==> config.mk <==
export PLATFORM = sky130hd
export DESIGN_NAME = dram_mbist_flat
export DESIGN_NICKNAME = d
export VERILOG_FILES = /design/src/rtl/dram_mbist_if.sv /design/src/rtl/dram_mbist.sv /design/src/flat_wrapper.sv
export SDC_FILE = /design/constraint.sdc
export NUM_CORES = 1
export LEC_CHECK = 0
export BUFFER_PORTS_ARGS = -buffer_cell sky130_fd_sc_hd__buf_2
export CAP_MARGIN = 25
export CELL_PAD_IN_SITES_DETAIL_PLACEMENT = 1
export CELL_PAD_IN_SITES_GLOBAL_PLACEMENT = 1
export CORE_MARGIN = 4
export CORE_UTILIZATION = 38
export CTS_CLUSTER_SIZE = 20
export DETAILED_ROUTE_END_ITERATION = 12
export GPL_TIMING_DRIVEN = 0
export PLACE_DENSITY = 0.73
export SYNTH_ARGS = -nofsm -noshare
export SYNTH_HDL_FRONTEND = slang
export SYNTH_SLANG_ARGS = --single-unit
==> constraint.sdc <==
create_clock -name clk_i -period 2.8 [get_ports clk_i]
set_input_delay 0.28 -clock clk_i [delete_from_list [all_inputs] [get_ports clk_i]]
set_output_delay 0.28 -clock clk_i [all_outputs]
set_load 0.02 [all_outputs]
==> src/rtl/dram_mbist_if.sv <==
// dram_mbist_if: write/read/address channel between the MBIST engine
// (master) and one port of the dual-port dram (slave).
interface dram_mbist_if #(
  parameter int WIDTH = 32,
  parameter int ADDR  = 5
);
  logic [ADDR-1:0]  mem_addr_o;
  logic             mem_wr_en_o;
  logic [WIDTH-1:0] mem_wr_data_o;
  logic             mem_rd_en_o;
  logic [WIDTH-1:0] mem_rd_data_i;

  modport master (
    output mem_addr_o,
    output mem_wr_en_o,
    output mem_wr_data_o,
    output mem_rd_en_o,
    input  mem_rd_data_i
  );

  modport slave (
    input  mem_addr_o,
    input  mem_wr_en_o,
    input  mem_wr_data_o,
    input  mem_rd_en_o,
    output mem_rd_data_i
  );
endinterface

==> src/rtl/dram_mbist.sv <==
// dram_mbist: March C- self-test engine for one dram port.
// Ports: clk_i/rstn_i, start_i, busy_o/done_o/fail_o, err_addr_o,
// err_cnt_o (saturating), mem (dram_mbist_if.master channel).
// Option: DRAM_MBIST_STOP_ON_FAIL_EN ends the run on the first mismatch.
module dram_mbist #(
  parameter int          WIDTH   = 32,
  parameter int          DEPTH   = 32,
  parameter int          ADDR    = $clog2(DEPTH),
  parameter int          RD_LAT  = 1,
  parameter logic [31:0] PATTERN = 32'h5555_5555,
  parameter int          CNT_W   = 16
) (
  input  logic             clk_i,
  input  logic             rstn_i,
  input  logic             start_i,
  output logic             busy_o,
  output logic             done_o,
  output logic             fail_o,
  output logic [ADDR-1:0]  err_addr_o,
  output logic [CNT_W-1:0] err_cnt_o,
  dram_mbist_if.master     mem
);

  typedef enum logic [3:0] {
    IDLE, E0, E1, E2, E3, E4, E5, DRAIN, DONE
  } state_e;

  localparam logic [WIDTH-1:0] P0 = WIDTH'(PATTERN);
  localparam logic [WIDTH-1:0] P1 = ~P0;
  localparam logic [ADDR-1:0]  LAST = ADDR'(DEPTH - 1);
  localparam logic [2:0]       DRN_LAST = 3'(RD_LAT - 1);

  state_e           state_q, state_d;
  logic [ADDR-1:0]  addr_q, addr_d;
  // 0: read half, 1: write half of an E1..E4 address
  logic             ph_q, ph_d;
  logic [2:0]       drn_q, drn_d;
  logic             busy_q, busy_d;
  logic             done_q, done_d;
  logic             fail_q, fail_d;
  logic [ADDR-1:0]  eaddr_q, eaddr_d;
  logic [CNT_W-1:0] ecnt_q, ecnt_d;
  logic [ADDR-1:0]  maddr_q, maddr_d;
  logic             wr_q, wr_d;
  logic             rd_q, rd_d;
  logic [WIDTH-1:0] wdata_q, wdata_d;
  logic [WIDTH-1:0] exp_q, exp_d;
  logic [RD_LAT-1:0] pv_q, pv_d;
  logic [WIDTH-1:0] pe_q [RD_LAT];
  logic [WIDTH-1:0] pe_d [RD_LAT];
  logic [ADDR-1:0]  pa_q [RD_LAT];
  logic [ADDR-1:0]  pa_d [RD_LAT];
  logic             accept;
  logic             mis;

  always_comb begin
    state_d = state_q;
    addr_d  = addr_q;
    ph_d    = ph_q;
    drn_d   = drn_q;
    accept  = 1'b0;
    mis     = pv_q[RD_LAT-1] &&
              (mem.mem_rd_data_i != pe_q[RD_LAT-1]);

    unique case (state_q)
      IDLE, DONE: begin
        if (start_i) begin
          accept  = 1'b1;
          state_d = E0;
          addr_d  = '0;
          ph_d    = 1'b0;
        end
      end
      E0: begin
        if (addr_q == LAST) begin
          state_d = E1;
          addr_d  = '0;
        end else begin
          addr_d = addr_q + 1'b1;
        end
      end
      E1, E2: begin
        ph_d = ~ph_q;
        if (ph_q) begin
          if (addr_q == LAST) begin
            state_d = (state_q == E1) ? E2 : E3;
            addr_d  = (state_q == E1) ? '0 : LAST;
          end else begin
            addr_d = addr_q + 1'b1;
          end
        end
      end
      E3, E4: begin
        ph_d = ~ph_q;
        if (ph_q) begin
          if (addr_q == '0) begin
            state_d = (state_q == E3) ? E4 : E5;
            addr_d  = LAST;
          end else begin
            addr_d = addr_q - 1'b1;
          end
        end
      end
      E5: begin
        if (addr_q == '0) begin
          state_d = DRAIN;
          drn_d   = '0;
        end else begin
          addr_d = addr_q - 1'b1;
        end
      end
      DRAIN: begin
        if (drn_q == DRN_LAST) begin
          state_d = DONE;
        end else begin
          drn_d = drn_q + 1'b1;
        end
      end
      default: state_d = IDLE;
    endcase

`ifdef DRAM_MBIST_STOP_ON_FAIL_EN
    if (mis) begin
      state_d = DONE;
    end
`endif

    // Outputs are registered, so decode the access of the next cycle.
    wr_d    = 1'b0;
    rd_d    = 1'b0;
    wdata_d = '0;
    exp_d   = '0;
    maddr_d = '0;
    unique case (state_d)
      E0: begin
        wr_d    = 1'b1;
        wdata_d = P0;
      end
      E1, E3: begin
        wr_d    = ph_d;
        rd_d    = ~ph_d;
        wdata_d = ph_d ? P1 : '0;
        exp_d   = ph_d ? '0 : P0;
      end
      E2, E4: begin
        wr_d    = ph_d;
        rd_d    = ~ph_d;
        wdata_d = ph_d ? P0 : '0;
        exp_d   = ph_d ? '0 : P1;
      end
      E5: begin
        rd_d  = 1'b1;
        exp_d = P0;
      end
      default: ;
    endcase
    if (wr_d || rd_d) begin
      maddr_d = addr_d;
    end

    busy_d = state_d inside {E0, E1, E2, E3, E4, E5, DRAIN};
    done_d = (state_d == DONE);

    fail_d  = fail_q;
    eaddr_d = eaddr_q;
    ecnt_d  = ecnt_q;
    if (accept) begin
      fail_d  = 1'b0;
      eaddr_d = '0;
      ecnt_d  = '0;
    end else if (mis) begin
      fail_d = 1'b1;
      if (!fail_q) begin
        eaddr_d = pa_q[RD_LAT-1];
      end
      if (ecnt_q != '1) begin
        ecnt_d = ecnt_q + 1'b1;
      end
    end

    // Delay line tracks each issued read until its data returns.
    pv_d    = pv_q;
    pe_d    = pe_q;
    pa_d    = pa_q;
    pv_d[0] = rd_q;
    pe_d[0] = exp_q;
    pa_d[0] = maddr_q;
    for (int i = 1; i < RD_LAT; i++) begin
      pv_d[i] = pv_q[i-1];
      pe_d[i] = pe_q[i-1];
      pa_d[i] = pa_q[i-1];
    end
`ifdef DRAM_MBIST_STOP_ON_FAIL_EN
    if (mis) begin
      pv_d = '0;
    end
`endif
  end

  always_ff @(posedge clk_i or negedge rstn_i) begin
    if (!rstn_i) begin
      state_q <= IDLE;
      addr_q  <= '0;
      ph_q    <= 1'b0;
      drn_q   <= '0;
      busy_q  <= 1'b0;
      done_q  <= 1'b0;
      fail_q  <= 1'b0;
      eaddr_q <= '0;
      ecnt_q  <= '0;
      maddr_q <= '0;
      wr_q    <= 1'b0;
      rd_q    <= 1'b0;
      wdata_q <= '0;
      exp_q   <= '0;
      pv_q    <= '0;
      for (int i = 0; i < RD_LAT; i++) begin
        pe_q[i] <= '0;
        pa_q[i] <= '0;
      end
    end else begin
      state_q <= state_d;
      addr_q  <= addr_d;
      ph_q    <= ph_d;
      drn_q   <= drn_d;
      busy_q  <= busy_d;
      done_q  <= done_d;
      fail_q  <= fail_d;
      eaddr_q <= eaddr_d;
      ecnt_q  <= ecnt_d;
      maddr_q <= maddr_d;
      wr_q    <= wr_d;
      rd_q    <= rd_d;
      wdata_q <= wdata_d;
      exp_q   <= exp_d;
      pv_q    <= pv_d;
      pe_q    <= pe_d;
      pa_q    <= pa_d;
    end
  end

  assign busy_o            = busy_q;
  assign done_o            = done_q;
  assign fail_o            = fail_q;
  assign err_addr_o        = eaddr_q;
  assign err_cnt_o         = ecnt_q;
  assign mem.mem_addr_o    = maddr_q;
  assign mem.mem_wr_en_o   = wr_q;
  assign mem.mem_wr_data_o = wdata_q;
  assign mem.mem_rd_en_o   = rd_q;

endmodule

==> src/flat_wrapper.sv <==
// flat-port wrapper written by rule: the top's interface ports become plain ports
module dram_mbist_flat 
#(
  parameter int          WIDTH   = 32,
  parameter int          DEPTH   = 32,
  parameter int          ADDR    = $clog2(DEPTH),
  parameter int          RD_LAT  = 1,
  parameter logic [31:0] PATTERN = 32'h5555_5555,
  parameter int          CNT_W   = 16
)
  (clk_i, rstn_i, start_i, busy_o, done_o, fail_o, err_addr_o, err_cnt_o, mem_mem_addr_o, mem_mem_wr_en_o, mem_mem_wr_data_o, mem_mem_rd_en_o, mem_mem_rd_data_i);
  dram_mbist_if #(.WIDTH(WIDTH), .ADDR(ADDR)) mem_i ();
  input  logic clk_i;
  input  logic rstn_i;
  input  logic start_i;
  output logic busy_o;
  output logic done_o;
  output logic fail_o;
  output logic [ADDR-1:0] err_addr_o;
  output logic [CNT_W-1:0] err_cnt_o;
  output wire logic [$bits(mem_i.mem_addr_o)-1:0] mem_mem_addr_o;
  output wire logic [$bits(mem_i.mem_wr_en_o)-1:0] mem_mem_wr_en_o;
  output wire logic [$bits(mem_i.mem_wr_data_o)-1:0] mem_mem_wr_data_o;
  output wire logic [$bits(mem_i.mem_rd_en_o)-1:0] mem_mem_rd_en_o;
  input wire logic [$bits(mem_i.mem_rd_data_i)-1:0] mem_mem_rd_data_i;
  assign mem_mem_addr_o = mem_i.mem_addr_o;
  assign mem_mem_wr_en_o = mem_i.mem_wr_en_o;
  assign mem_mem_wr_data_o = mem_i.mem_wr_data_o;
  assign mem_mem_rd_en_o = mem_i.mem_rd_en_o;
  assign mem_i.mem_rd_data_i = mem_mem_rd_data_i;
  dram_mbist #(.WIDTH(WIDTH), .DEPTH(DEPTH), .ADDR(ADDR), .RD_LAT(RD_LAT), .PATTERN(PATTERN), .CNT_W(CNT_W)) u_core (.clk_i(clk_i), .rstn_i(rstn_i), .start_i(start_i), .busy_o(busy_o), .done_o(done_o), .fail_o(fail_o), .err_addr_o(err_addr_o), .err_cnt_o(err_cnt_o), .mem(mem_i));
endmodule
==> results by group <==
Route
  • Final WL: approximately 11 mm
  • Vias: about 3500
  • Antenna Violating Nets Remaining: 0
  • Pre-antenna DRT Iters: 4
  • Initial DRC Count: 126
  • Vias/cell: 5.52
  • DRC viols: 0
  • WL/cell: 16.9 microns

Worst setup path
  • Slowest Stage Delay on Critical Path: 0.53 ns
  • R2R setup slack: 0.11 ns
  • Worst path cell trace: ha_2 > and3_1 > ha_2 > clkbuf_1 > nor4_1 > nand2_1 > mux4_2 > nand3_1
  • Most frequent CP cell: ha_2
  • CP required: 3.04 ns
  • Kind of critical path: flip-flop to flip-flop
  • Worst Path Max Fanout: 10
  • Slowest cell on crit path: nor4_1
  • Critical Path AT: 2.93 ns
  • CP startpoint kind: flip-flop
  • Critical Path End Type: flip-flop

Power and ir drop
  • Power share of the combinational group: 51.6%
  • NetSw: 1.60 mW
  • VDD IR max: 0.265 mV
  • Reg power frac: 33.1%
  • Cell Int Power: 2.00 mW
  • Switching share of power: between 40 and 50%
  • Leak: about 2.2 nW
  • Clock power frac: 15.4%
  • Cell Pwr Density: 797 nW/um^2

Floorplanning
  • Core area: 9370 sq um
  • Initial Utilization: 39.5%
  • IO Count: 98
  • Die Y-Extent: approximately 110 microns
  • Site Rows: 35
  • DIE WIDTH: 107 microns
  • Die Area: 11400 sq um

Timing
  • Final Max Tran Viols: 0
  • RSZ-0062 raised after global routing: false
  • Final setup violating endpoints: 0
  • Hold slack: around 0.36 ns
  • Crit path time final: roughly 2.7 ns
  • Fin Clk Skew: 0.0109 ns
  • Worst Max-Slew Pin Slew: ~0.62 ns
  • Worst slew margin: 58.0%
  • Period utilisation layout: a little over nine tenths
  • Number of hold violations in the final report: 0
  • Fmax: 0.372 GHz

Finish
  • Nets: 547
  • Fin util: 48.2%
  • Most common cell after layout, fill and taps aside: buf_2
  • ANT cells: 0
  • Final instance area: 4510 sq um
  • Non-Filler Instances: 634
  • Layout cells sized above 1: 35.8%
  • Area grow syn2layout: 21.9%
  • Most frequent cells in the layout: buf_2, dfrtp_1, nand2_1, buf_4, nor2_1

Clocking
  • CTS Sinks: 56
  • Reg clk slew, reported paths: 0.10 ns
  • CTS tree: built
  • H-tree levels: 2
  • Clock Tree Root: clkbuf_8
  • Max clock buf depth: 2
  • TritonCTS Buffers: 5
  • Post-CTS Setup Bufs: 0
  • Clock latency on the worst-skew pair: 0.32 ns

Synth
  • FF+latch count, synth: 56
  • Post-Synthesis Cells: between 300 and 400
  • Async S/R FF share, synth: 100%
  • Syn Area/Cell: 9.33 sq um
  • Synth unique cells: 73
  • Register area share after synthesis: 37.8%
  • Post-synthesis cell area: 3700 sq um
  • Ys Warns: 0
  • Synth Net Count: 440
  • Ys flop type: dfrtp_1
  • Post-synth EDFFs: 0

Placed design
  • DP Wirelength: 8.36 mm
  • PortBufs: 97
  • Post-DP Area: ~4400 sq um
  • GPL Wtd Cong: about 0.85
  • # placed instances: 625

Global route
  • Largest net degree at the start of global routing: 39
  • GRT Total Usage: 18.9%
  • Global-route wire length before repair: 17.7 mm
  • Initial antenna violation count: 0
  • Vias in the first global route: 3459
  • Overflow after GRT: 0

Status
  • Outcome: finished clean

Worst hold path
  • Hold WC Path Type: flip-flop to flip-flop

Flow run
  • Max_cap viols: 0
[worst paths after layout]
path,from,end,cells past startpoint
min in group asynchronous,rstn_i,u_core.err_cnt_o[2]$_DFFE_PN0P_,2
max,u_core.addr_q[0]$_DFF_PN0_,u_core.mem.mem_addr_o[3]$_DFF_PN0_,8
min reg2reg,u_core.exp_q[29]$_DFF_PN0_,u_core.pe_q[29]$_DFF_PN0_,0
min,u_core.exp_q[29]$_DFF_PN0_,u_core.pe_q[29]$_DFF_PN0_,0
max in group asynchronous,rstn_i,u_core.addr_q[2]$_DFF_PN0_,3
max reg2reg,u_core.addr_q[0]$_DFF_PN0_,u_core.mem.mem_addr_o[3]$_DFF_PN0_,8
[routing by layer]
layer / track usage (%) / vias up / share of wire [%]
li1: - / 1627 / -
met1: 24.9 / 1727 / 43
met2: 33.2 / 132 / 49
met3: 2.77 / 12 / 6.5
met4: 3.84 / 0 / 1.1
met5: 0 / - / 0
[cell usage after synthesis (4+ instances only)]
cell	n	area [sq um]
dfrtp_1	56	1400
nand2_1	41	154
buf_4	33	248
nor2_1	31	116
nand3_1	21	105
o21ai_0	17	85.1
inv_1	16	60.1
a21oi_1	11	55.1
nor3_1	11	55.1
ha_1	8	100
xnor2_1	8	70.1
and3_1	7	43.8
clkbuf_1	7	26.3
a31oi_1	6	37.5
nand4_1	6	37.5
nor4_1	6	37.5
or3_1	6	37.5
nand2b_1	5	31.3
o22ai_1	5	31.3
or4_1	5	37.5
xor2_1	5	43.8
a31o_1	4	35.0
and4_1	4	35.0
buf_6	4	45.0
[flip-flops by register name (all words and copies together) (netlist names)]
signal,cells
u_core.pa_q,5
u_core.done_o,1
u_core.mem.mem_wr_data_o,2
u_core.busy_o,1
u_core.pv_q,1
u_core.exp_q,2
u_core.mem.mem_rd_en_o,1
u_core.mem.mem_wr_en_o,1
u_core.err_cnt_o,16
u_core.mem.mem_addr_o,5
u_core.state_q,4
u_core.fail_o,1
u_core.drn_q,3
u_core.addr_q,5
u_core.ph_q,1
u_core.err_addr_o,5
u_core.pe_q,2
[final cells by class]
class / count / area, sq um
fillers: 1154 / 4860
well taps: 129 / 161
flip-flops and latches: 56 / 1410
inverters: 17 / 63.8
plain buffers: 47 / 335
clock inverters: 3 / 47.5
clock buffers: 5 / 68.8
multi-input cells: 277 / 1910
repair buffers: 100 / 520
[logic make-up (layout without fill, tap and decap cells)]
kind of cell / Yosys count / in the layout / synth area share (%)
XOR/XNOR: 14 / 14 / 3.51
AND/OR/NAND/NOR: 164 / 164 / 24.7
flip-flops: 56 / 56 / 37.8
buffers and inverters: 64 / 172 / 10.7
AO/OA/AOI/OAI: 85 / 85 / 18.6
multiplexers: 6 / 6 / 2.03
adder cells (fa/ha/maj): 8 / 8 / 2.70
[worst max-delay path, delay by kind of cell, from the launching register on]
kind / cells / cell delay [ns]
flops: 1 / 0.47
buf+inv: 1 / 0.24
simple gates: 4 / 0.96
fa+ha+maj: 2 / 0.47
mux: 1 / 0.47
[power by group through the flow]
stage          logic [mW]  registers, mW  clock network (mW)
2_1_floorplan        1.19           1.28                   0
3_3_place_gp         1.79           1.19                   0
3_5_place_dp         1.84           1.20                   0
4_1_cts              1.85           1.19               0.562
5_1_grt              2.03           1.22               0.589
6_report             1.86           1.19               0.553
[what timing repair did]
action / CTS / global route
endpoints found under the setup margin: 5 / 6
hold buffers: 1 / 0
endpoints found under the hold margin: 18 / 0
gates resized for setup: 3 / 5
cloned: 0 / 0
[stage by stage]
stage | power [mW] | setup WS [ns] | setup TNS (ns)
after floorplan | 2.47 | 0.320 | 0
after global placement | 2.98 | -0.108 | -0.209
after detailed placement | 3.04 | -0.123 | -0.308
after CTS | 3.60 | 0.0192 | 0
after global routing | 3.84 | 0.00236 | 0
final | 3.60 | 0.110 | 0
Note: power is estimated with default switching activity, not from simulation.
